==> src/rtl/alu_arbiter.sv <==
// alu_arbiter: lets two requesters share one ALU. Requests are granted
// round-robin, the winner's operands are registered onto the ALU inputs, the
// ALU result is captured ALU_LAT cycles later, and it is returned to the
// owner over a valid/ready response channel.
module alu_arbiter #(
    parameter int WIDTH   = 32,
    parameter int SEL_W   = 3,
    parameter int ALU_LAT = 1     // legal range 1..4
) (
    input  logic             clk,
    input  logic             rst,
    input  logic [1:0]       Req_Valid,
    output logic [1:0]       Req_Ready,
    input  logic [WIDTH-1:0] Req_A0,
    input  logic [WIDTH-1:0] Req_B0,
    input  logic [SEL_W-1:0] Req_Sel0,
    input  logic [WIDTH-1:0] Req_A1,
    input  logic [WIDTH-1:0] Req_B1,
    input  logic [SEL_W-1:0] Req_Sel1,
    output logic [1:0]       Rsp_Valid,
    input  logic [1:0]       Rsp_Ready,
    output logic [WIDTH-1:0] Rsp_Data,
    output logic [WIDTH-1:0] ALU_A,
    output logic [WIDTH-1:0] ALU_B,
    output logic [SEL_W-1:0] ALUSel,
    input  logic [WIDTH-1:0] ALU_Output,
    output logic             Busy
);

    typedef enum logic [1:0] {
        IDLE = 2'd0,
        EXEC = 2'd1,
        RESP = 2'd2
    } state_t;

    state_t           r_state;
    state_t           w_state_next;
    logic             r_prio;       // requester that wins a tie
    logic             r_owner;      // requester of the transaction in flight
    logic [2:0]       r_cnt;        // remaining ALU latency cycles
    logic [WIDTH-1:0] r_alu_a;
    logic [WIDTH-1:0] r_alu_b;
    logic [SEL_W-1:0] r_alu_sel;
    logic [WIDTH-1:0] r_rsp_data;
    logic [1:0]       r_rsp_valid;
    logic             w_win;        // arbitration winner (meaningful only if any request)
    logic             w_accept;     // request handshake happens on this edge

    // Arbitration: a lone requester wins outright, a tie goes to the priority holder.
    always_comb begin
        w_win = 1'b0;
        if (Req_Valid == 2'b11) begin
            w_win = r_prio;
        end else begin
            w_win = Req_Valid[1];
        end
    end

    // Next-state and request-accept decode; Req_Ready is purely combinational in IDLE.
    always_comb begin
        w_state_next = r_state;
        Req_Ready    = 2'b00;
        w_accept     = 1'b0;
        case (r_state)
            IDLE: begin
                if (Req_Valid != 2'b00) begin
                    Req_Ready    = w_win ? 2'b10 : 2'b01;
                    w_accept     = 1'b1;
                    w_state_next = EXEC;
                end
            end
            EXEC: begin
                if (r_cnt == 3'd1) begin
                    w_state_next = RESP;
                end
            end
            RESP: begin
                // Only the owner's response accept matters.
                if (Rsp_Ready[r_owner]) begin
                    w_state_next = IDLE;
                end
            end
            default: begin
                w_state_next = IDLE;
            end
        endcase
    end

    // State register.
    always_ff @(posedge clk or posedge rst) begin
        if (rst) begin
            r_state <= IDLE;
        end else begin
            r_state <= w_state_next;
        end
    end

    // Capture the winner's operands on the handshake; they hold otherwise.
    always_ff @(posedge clk or posedge rst) begin
        if (rst) begin
            r_alu_a   <= '0;
            r_alu_b   <= '0;
            r_alu_sel <= '0;
            r_owner   <= 1'b0;
        end else if (w_accept) begin
            r_alu_a   <= w_win ? Req_A1   : Req_A0;
            r_alu_b   <= w_win ? Req_B1   : Req_B0;
            r_alu_sel <= w_win ? Req_Sel1 : Req_Sel0;
            r_owner   <= w_win;
        end
    end

    // Latency counter: loaded on accept, counts down while the ALU settles.
    always_ff @(posedge clk or posedge rst) begin
        if (rst) begin
            r_cnt <= 3'd0;
        end else if (w_accept) begin
            r_cnt <= 3'(ALU_LAT);
        end else if (r_state == EXEC) begin
            r_cnt <= r_cnt - 3'd1;
        end
    end

    // Response channel: sample the ALU once, then hold until the owner takes it.
    always_ff @(posedge clk or posedge rst) begin
        if (rst) begin
            r_rsp_data  <= '0;
            r_rsp_valid <= 2'b00;
        end else if (r_state == EXEC && r_cnt == 3'd1) begin
            r_rsp_data  <= ALU_Output;
            r_rsp_valid <= r_owner ? 2'b10 : 2'b01;
        end else if (r_state == RESP && Rsp_Ready[r_owner]) begin
            r_rsp_valid <= 2'b00;
        end
    end

    // Round-robin pointer: after serving a requester, the other one gets the tie.
    always_ff @(posedge clk or posedge rst) begin
        if (rst) begin
            r_prio <= 1'b0;
        end else if (r_state == RESP && Rsp_Ready[r_owner]) begin
            r_prio <= ~r_owner;
        end
    end

    assign ALU_A     = r_alu_a;
    assign ALU_B     = r_alu_b;
    assign ALUSel    = r_alu_sel;
    assign Rsp_Data  = r_rsp_data;
    assign Rsp_Valid = r_rsp_valid;
    assign Busy      = (r_state != IDLE);

endmodule

==> config.mk <==
export PLATFORM = sky130hd
export DESIGN_NAME = alu_arbiter
export DESIGN_NICKNAME = d
export VERILOG_FILES = /design/src/rtl/alu_arbiter.sv
export SDC_FILE = /design/constraint.sdc
export NUM_CORES = 1
export LEC_CHECK = 0
export BUFFER_PORTS_ARGS = -buffer_cell sky130_fd_sc_hd__buf_2
export CORE_MARGIN = 5
export CORE_UTILIZATION = 41
export DETAILED_ROUTE_END_ITERATION = 16
export PLACE_DENSITY = 0.78
export SLEW_MARGIN = 10
export SYNTH_ARGS = -nofsm -noshare
export SYNTH_HDL_FRONTEND = slang
export SYNTH_SLANG_ARGS = --single-unit
==> constraint.sdc <==
create_clock -name clk -period 3.9 [get_ports clk]
set_input_delay 0.975 -clock clk [delete_from_list [all_inputs] [get_ports clk]]
set_output_delay 0.975 -clock clk [all_outputs]
set_load 0.1 [all_outputs]
==> results.sh, run 1 <==
export IMPL_slowest_stage="dfrtp_1"
export IMPL_post_cts_buffers=0
export IMPL_post_dp_hpwl_microns=11700
export IMPL_cp_start_kind="flop"
export IMPL_cts_buffer_depth=2
export IMPL_grt_overflow=0
export IMPL_rsz0062_at_grt="no"
export IMPL_path_class="flop to output pin"
export IMPL_worst_slew_pin_slew_ps=986.2
export IMPL_drc_errors=0
export IMPL_grtUsageTotal_pct=21.75
export IMPL_worstPathArrival_ps=2000
export IMPL_end_kind="output pin"
export IMPL_drive_above_1_share_pct=38.02
export IMPL_post_synth_cell_area_avg_sq_um=8.691
export IMPL_io_pin_count=276
export IMPL_synth_flop_cell="dfrtp_1"
export IMPL_viasPerCell=5.456
export IMPL_drv_slew=0
export IMPL_dp_cells=949
export IMPL_start_util_pct=41.82
export IMPL_first_pass_iters=5
export IMPL_port_buffers=275
export IMPL_grt_pass1_vias=5085
export IMPL_setup_viol=0
export IMPL_drtIter0Drc=351
export IMPL_die_y_microns=120.7
export IMPL_relSlewSlack_pct=34.16
export IMPL_hold_ws_ps=472.4
export IMPL_outcome="completed"
export IMPL_finalWirelength_microns=16480
export IMPL_fin_crit_sh_pct=76.38
export IMPL_fin_crit_ps=2979
export IMPL_final_cell_mix="274 x buf_2, 108 x dfrtp_1, 104 x nand2_1, 71 x o21ai_0, 70 x a21oi_1"
export IMPL_syn_nets=752
export IMPL_wl_per_cell_microns=17.05
export IMPL_fmax_mhz=335.7
export IMPL_synth_area_sq_um=5024
export IMPL_pre_cts_ws_ps=862.2
export IMPL_ys_seq_area_share_pct=53.80
export IMPL_fin_ws_ps=921.3
export IMPL_ys_warnings_count=0
export IMPL_die_area_sq_um=14570
export IMPL_final_cells=967
export IMPL_crit_required_ps=2920
export IMPL_grt_max_degree=75
export IMPL_hold_viol=0
export IMPL_hold_class="flop to flop"
export IMPL_cts_sinks=108
export IMPL_ctsHoldBuffers=0
export IMPL_path_cells="nor2_4, buf_4, nand2_1, a21oi_2, buf_12"
export IMPL_cts_htree_levels=3
export IMPL_drv_cap=0
export IMPL_grt_first_pass_wirelength_microns=25590
export IMPL_antenna_found_initial=1
export IMPL_synthArstFlopShare_pct=100.0
export IMPL_vias=5276
export IMPL_synth_distinct_cells=26
export IMPL_path_max_fanout=38
export IMPL_cts_resized=0
export IMPL_fillers=1114
export IMPL_critical_path_max_stage_delay_ps=500
export IMPL_skew_ps=5.204
export IMPL_path_clk_slew_ps=70
export IMPL_coreArea_sq_um=12010
export IMPL_finalSetupTns_ps=0
export IMPL_ant_nets=0
export IMPL_syn_inst=578
export IMPL_syn_to_final_growth_pct=34.57
export IMPL_mostFrequentLayoutCell="buf_2"
export IMPL_synth_edf_count=0
export IMPL_ys_seq_elements=108
export IMPL_nets=987
export IMPL_clk_latency_ps=340
export IMPL_place_congestion=0.8177
export IMPL_cts_inserted_buffers=9
export IMPL_std_cell_rows=40
export IMPL_root_buffer="clkbuf_16"
export IMPL_die_x_microns=120.7
export IMPL_cts_tree="done"
path summary, 6_finish.rpt:
check                            start            to  cells after the start  slack, ps
setup / recovery            r_state[1]  Req_Ready[0]                      5        920
hold / removal             Rsp_Data[1]   Rsp_Data[1]                      2        470
setup reg to reg            r_state[1]     ALU_B[25]                      4       1780
hold reg to reg            Rsp_Data[1]   Rsp_Data[1]                      2        470
max in group asynchronous          rst     ALU_B[29]                      3       2190
min in group asynchronous          rst  Rsp_Data[21]                      2        820
layout make-up:
class                   instances  area, sq um  share of cell area [%]
repair buffers                285         1466                   21.69
multi-input cells             403         2071                   30.63
well taps                     147        183.9                   2.721
inverters                       6        25.02                  0.3702
clock inverters                 7        81.33                   1.203
flip-flops and latches        108         2703                   39.98
diodes                          2        5.005                 0.07403
clock buffers                   9        225.2                   3.331
through the flow:
step / utilization (%) / instance area (sq um)
global route: 56.26 / 6758
detailed placement: 53.69 / 6449
CTS: 56.24 / 6755
floorplan: - / 5030
global placement: 53.69 / 6449
finish: 56.28 / 6760
synth_stat cells (2+ instances only):
| library cell | count | area, sq um |
|---|---|---|
| nand3_1 | 67 | 335.3 |
| ha_1 | 2 | 25.02 |
| nor2b_1 | 3 | 18.77 |
| clkbuf_1 | 46 | 172.7 |
| buf_2 | 12 | 60.06 |
| a21oi_1 | 71 | 355.3 |
| dfrtp_1 | 108 | 2703 |
| nand2b_1 | 2 | 12.51 |
| inv_1 | 5 | 18.77 |
| nor2_1 | 3 | 11.26 |
| a31oi_1 | 67 | 419.2 |
| buf_6 | 3 | 33.78 |
| nand2_1 | 104 | 390.4 |
| nand3b_1 | 3 | 22.52 |
| o21ai_0 | 71 | 355.3 |
worst max-delay path: cells and delay by family (launching register included):
kind                   cells  cell delay, ps
buffers and inverters      2             580
flip-flops                 1             500
AND/OR/NAND/NOR            2             360
AO/OA/AOI/OAI              1             220
cell families (layout without fill, tap and decap cells):
family                     Yosys count  in the layout  synth area share (%)
AOI/OAI and AO/OA                  212            212                 22.94
xor gates and xnor gates             2              2                0.3488
adders and majority gates            2              2                0.4981
buffers and inverters               67            307                 5.753
DFF                                108            108                 53.80
muxes                                1              1                0.1993
other                                0              2                     0
and+or+nand+nor                    186            186                 16.46
state kept, by name, indices dropped and copies added (netlist names):
signal     count
r_state        2
r_cnt          3
r_owner        1
r_prio         1
Rsp_Valid      2
ALUSel         3
ALU_B         32
Rsp_Data      32
ALU_A         32
per-layer routing:
| metal | track usage, % | vias to the layer above | wire length, microns |
|---|---|---|---|
| li1 | - | 2515 | - |
| met1 | 28.11 | 2478 | 6602 |
| met2 | 35.70 | 261 | 8092 |
| met3 | 5.847 | 22 | 1526 |
| met4 | 6.799 | 0 | 261 |
| met5 | 0 | - | 0 |
Power of run 1 is not shown: default switching activity piles up to over one toggle a cycle in this logic, so the estimate is an artifact.
==> run 2: changes to the inputs <==
==> constraint.sdc (replaced) <==
create_clock -name clk -period 2.45 [get_ports clk]
set_input_delay 0.6125 -clock clk [delete_from_list [all_inputs] [get_ports clk]]
set_output_delay 0.6125 -clock clk [all_outputs]
set_load 0.1 [all_outputs]
==> run 2 against run 1 <==
Against the previous run:
- worst hold slack got worse by 110 ps
- setup slack got worse by 740 ps
- die area did not move
- via count barely moved
- register-to-register slack got worse by 1200 ps
- final area rose by 1.6%
- highest routed layer unchanged
==> results.sh, run 2 (synthesis gave the netlist of run 1 again) <==
export IMPL_outcome="completed"
export IMPL_vias=5272
export IMPL_grt_pass1_vias=5153
export IMPL_ant_nets=0
export IMPL_cts_buffer_depth=2
export IMPL_syn_to_final_growth_pct=36.69
export IMPL_io_pin_count=276
export IMPL_clk_latency_ps=340
export IMPL_pre_cts_ws_ps=138.7
export IMPL_end_kind="output pin"
export IMPL_path_max_fanout=8
export IMPL_drv_cap=0
export IMPL_port_buffers=275
export IMPL_hold_viol=0
export IMPL_worst_slew_pin_slew_ps=727.6
export IMPL_post_dp_hpwl_microns=11620
export IMPL_seqCellArea_sq_um=2703
export IMPL_drv_slew=0
export IMPL_first_pass_iters=5
export IMPL_mostFrequentLayoutCell="buf_2"
export IMPL_fin_crit_ps=2269
export IMPL_dp_cells=954
export IMPL_cts_sinks=108
export IMPL_fillers=1125
export IMPL_grtUsageTotal_pct=21.39
export IMPL_cts_tree="done"
export IMPL_die_area_sq_um=14570
export IMPL_multi_input_area_sq_um=2078
export IMPL_cts_resized=0
export IMPL_wl_per_cell_microns=16.95
export IMPL_cts_htree_levels=3
export IMPL_root_buffer="clkbuf_16"
export IMPL_grt_first_pass_wirelength_microns=25380
export IMPL_place_congestion=0.8191
export IMPL_cts_inserted_buffers=9
export IMPL_critPathTopFamily="flip-flops"
export IMPL_worstPathArrival_ps=1660
export IMPL_cp_num_cells=4
export IMPL_finalSetupTns_ps=0
export IMPL_endpoint="Req_Ready[0]"
export IMPL_final_cell_mix="273 x buf_2, 108 x dfrtp_1, 104 x nand2_1, 71 x o21ai_0, 70 x a21oi_1"
export IMPL_relSlewSlack_pct=51.49
export IMPL_rsz0062_at_grt="no"
export IMPL_crit_required_ps=1840
export IMPL_std_cell_rows=40
export IMPL_ctsHoldBuffers=0
export IMPL_r2r_setup_slack_ps=620
export IMPL_fmax_mhz=440.8
export IMPL_final_area_sq_um=6867
export IMPL_slowest_stage="dfrtp_1"
export IMPL_drtIter0Drc=412
export IMPL_path_class="flop to output pin"
export IMPL_reg2reg_to="Rsp_Data[20]"
export IMPL_final_cells=970
export IMPL_fin_crit_sh_pct=92.60
export IMPL_skew_ps=7.438
export IMPL_placed_area_sq_um=6548
export IMPL_grt_overflow=0
export IMPL_die_y_microns=120.7
export IMPL_nets=992
export IMPL_critical_path_max_stage_delay_ps=490
export IMPL_cp_start_kind="flop"
export IMPL_coreArea_sq_um=12010
export IMPL_start_util_pct=41.82
export IMPL_ff2ff_path_depth=6
export IMPL_drive_above_1_share_pct=38.40
export IMPL_critPathLaunch="r_state[1]"
export IMPL_post_cts_buffers=0
export IMPL_rr_startpoint="r_cnt[1]"
export IMPL_setup_viol=0
export IMPL_path_cells="nor2_4, nand2_1, a21oi_4, buf_12"
export IMPL_grt_max_degree=70
export IMPL_diodes=0
export IMPL_fin_ws_ps=181.2
export IMPL_path_clk_slew_ps=80
export IMPL_antenna_found_initial=0
export IMPL_drc_errors=0
export IMPL_die_x_microns=120.7
export IMPL_finalWirelength_microns=16440
export IMPL_viasPerCell=5.435
export IMPL_hold_class="primary input to asynchronous set/reset pin"
export IMPL_crit_buf_inv=1
==> run 2: final cells by class <==
type | count | area share [%]
Sequential cell | 108 | 39.36
Multi-Input combinational cell | 403 | 30.27
Timing Repair Buffer | 290 | 22.67
Clock buffer | 10 | 3.480
Tap cell | 147 | 2.679
Clock inverter | 6 | 1.166
Inverter | 6 | 0.3827
==> run 2: worst min-delay path by stage <==
| stage | from | end | slack (ps) | cells after the start |
|---|---|---|---|---|
| 2_1_floorplan | r_prio | r_prio | 480 | 2 |
| 3_3_place_gp | Rsp_Data[7] | Rsp_Data[7] | 450 | 2 |
| 3_5_place_dp | Rsp_Data[0] | Rsp_Data[0] | 460 | 2 |
| 4_1_cts | rst | Rsp_Data[12] | 370 | 3 |
| 5_1_grt | rst | Rsp_Data[9] | 400 | 3 |
| 6_report | rst | Rsp_Data[23] | 360 | 3 |
==> run 2: stage by stage <==
stage	hold WS, ps	util, %
finish	364.0	57.17
detailed placement	457.5	54.51
global placement	453.4	54.51
CTS	373.2	57.17
global route	400.3	57.17
floorplan	483.5	-
==> run 2: routing by layer <==
metal | track usage [%] | vias up | wire length [microns]
met2 | 36.78 | 240 | 8172
met3 | 4.724 | 28 | 1267
li1 | - | 2530 | -
met4 | 7.082 | 0 | 333
met5 | 0 | - | 0
met1 | 26.67 | 2474 | 6667
==> run 2: worst min-delay path, delay by kind of cell <==
family | cells | cell delay (ps)
buffers and inverters | 3 | 490
Power of run 2 is left out for the same reason.
==> run 3: changes to the inputs <==
--- a/config.mk
+++ b/config.mk
@@ -9,7 +9,7 @@
 export CORE_MARGIN = 5
 export CORE_UTILIZATION = 41
 export DETAILED_ROUTE_END_ITERATION = 16
-export PLACE_DENSITY = 0.78
+export PLACE_DENSITY = 0.89
 export SLEW_MARGIN = 10
 export SYNTH_ARGS = -nofsm -noshare
 export SYNTH_HDL_FRONTEND = slang
==> run 3 against run 2 <==
Against the previous run:
- final area decreased by 0.56%
- global-route usage is 0.11 points higher
- cell count decreased by 0.21%
- maximum frequency increased by 5.5%
- worst hold slack barely moved
- clock skew grew 2.8 ps
- sequential cell count is the same
- die area did not move
- wire length fell by 0.94%
- critical path depth is 1 higher
- setup slack better by 120 ps
- critical path type is now primary input to output pin
==> results.sh, run 3 (synthesis gave the netlist of run 1 again) <==
export IMPL_drc_errors=0
export IMPL_syn_to_final_growth_pct=35.92
export IMPL_final_area_sq_um=6828
export IMPL_diodes=0
export IMPL_hold_class="primary input to asynchronous set/reset pin"
export IMPL_worst_slew_pin_slew_ps=756.7
export IMPL_route_met3_wl_microns=1556
export IMPL_setup_viol=0
export IMPL_cts_sinks=108
export IMPL_worstPathArrival_ps=1540
export IMPL_cts_resized=0
export IMPL_grt_pass1_vias=5151
export IMPL_cts_buffer_depth=2
export IMPL_grt_max_degree=70
export IMPL_cts_tree="done"
export IMPL_die_area_sq_um=14570
export IMPL_reg2reg_to="ALU_A[7]"
export IMPL_grt_first_pass_wirelength_microns=25520
export IMPL_skew_ps=10.28
export IMPL_grtUsageTotal_pct=21.50
export IMPL_r2r_setup_slack_ps=610
export IMPL_grt_overflow=0
export IMPL_start_util_pct=41.82
export IMPL_path_max_fanout=6
export IMPL_drtIter0Drc=503
export IMPL_hold_viol=0
export IMPL_root_buffer="clkbuf_16"
export IMPL_io_pin_count=276
export IMPL_dr_max_layer_used="met4"
export IMPL_first_pass_iters=5
export IMPL_wl_per_cell_microns=16.82
export IMPL_wl_met2_microns=7861
export IMPL_vias=5348
export IMPL_drv_cap=0
export IMPL_nets=991
export IMPL_post_cts_buffers=0
export IMPL_ff2ff_path_depth=4
export IMPL_final_cell_mix="273 x buf_2, 108 x dfrtp_1, 104 x nand2_1, 71 x o21ai_0, 70 x a21oi_1"
export IMPL_port_buffers=275
export IMPL_outcome="completed"
export IMPL_die_y_microns=120.7
export IMPL_drv_slew=0
export IMPL_fin_crit_ps=2151
export IMPL_ctsHoldBuffers=0
export IMPL_clk_latency_ps=340
export IMPL_drive_above_1_share_pct=37.76
export IMPL_end_kind="output pin"
export IMPL_rsz0062_at_grt="no"
export IMPL_post_dp_hpwl_microns=11470
export IMPL_fmax_mhz=464.9
export IMPL_viasPerCell=5.525
export IMPL_cp_start_kind="primary input"
export IMPL_cts_inserted_buffers=9
export IMPL_path_class="primary input to output pin"
export IMPL_endpoint="Req_Ready[0]"
export IMPL_critPathLaunch="Req_Valid[1]"
export IMPL_die_x_microns=120.7
export IMPL_met1_length_microns=6570
export IMPL_ant_nets=0
export IMPL_relSlewSlack_pct=49.55
export IMPL_rr_startpoint="r_prio"
export IMPL_finalWirelength_microns=16290
export IMPL_path_clk_slew_ps=70
export IMPL_cts_htree_levels=3
export IMPL_crit_required_ps=1840
export IMPL_antenna_found_initial=0
export IMPL_placed_area_sq_um=6528
export IMPL_mostFrequentLayoutCell="buf_2"
export IMPL_place_congestion=0.8229
export IMPL_coreArea_sq_um=12010
export IMPL_fin_crit_sh_pct=87.80
export IMPL_std_cell_rows=40
[run 3: changes by cell type in the layout (fill, tap and decap cells not counted)]
cell        delta
bufinv_16      +1
clkinv_4       -1
buf_12         -1
clkbuf_1       +4
clkinvlp_4     -1
clkbuf_8       -1
inv_8          -3
[run 3: how the worst min path moves through the flow]
| stage | startpoint | end | cells past startpoint | slack (ps) |
|---|---|---|---|---|
| floorplan | r_prio | r_prio | 2 | 480 |
| global placement | Rsp_Data[31] | Rsp_Data[31] | 2 | 450 |
| detailed placement | Rsp_Data[31] | Rsp_Data[31] | 2 | 460 |
| CTS | rst | ALU_A[20] | 3 | 390 |
| global route | rst | ALU_A[18] | 3 | 400 |
| finish | rst | ALU_A[20] | 3 | 360 |
[run 3: through the flow]
stage | hold WS (ps) | setup slack (ps) | instances | TNS [ps] | util (%)
6_report | 364.5 | 299.0 | 968 | 0 | 56.84
5_1_grt | 398.6 | 226.1 | 968 | 0 | 56.84
4_1_cts | 392.9 | 290.4 | 968 | 0 | 56.84
3_5_place_dp | 457.3 | 301.6 | 953 | 0 | 54.34
3_3_place_gp | 452.3 | 317.5 | 953 | 0 | 54.34
2_1_floorplan | 483.5 | -641.7 | 578 | -641.7 | -
[run 3: layout make-up]
class | count | area [sq um]
clock buffer | 13 | 240.2
clock inverter | 2 | 60.06
fill | 1077 | 5184
inverter | 6 | 26.28
multi-input combinational | 403 | 2078
sequential | 108 | 2703
tap | 147 | 183.9
timing repair buffer | 289 | 1536
[run 3: critical path, cell delays in order]
cell	delay, ps
buf_2	170
or2_2	340
nand2_1	180
a21oi_4	60
buf_12	170
[run 3: per-layer routing]
layer / global-route usage [%] / up-vias
met2: 36.43 / 296
met5: 0 / -
met3: 5.426 / 29
li1: - / 2528
met1: 27.06 / 2495
met4: 6.657 / 0
Power of run 3 is left out for the same reason.
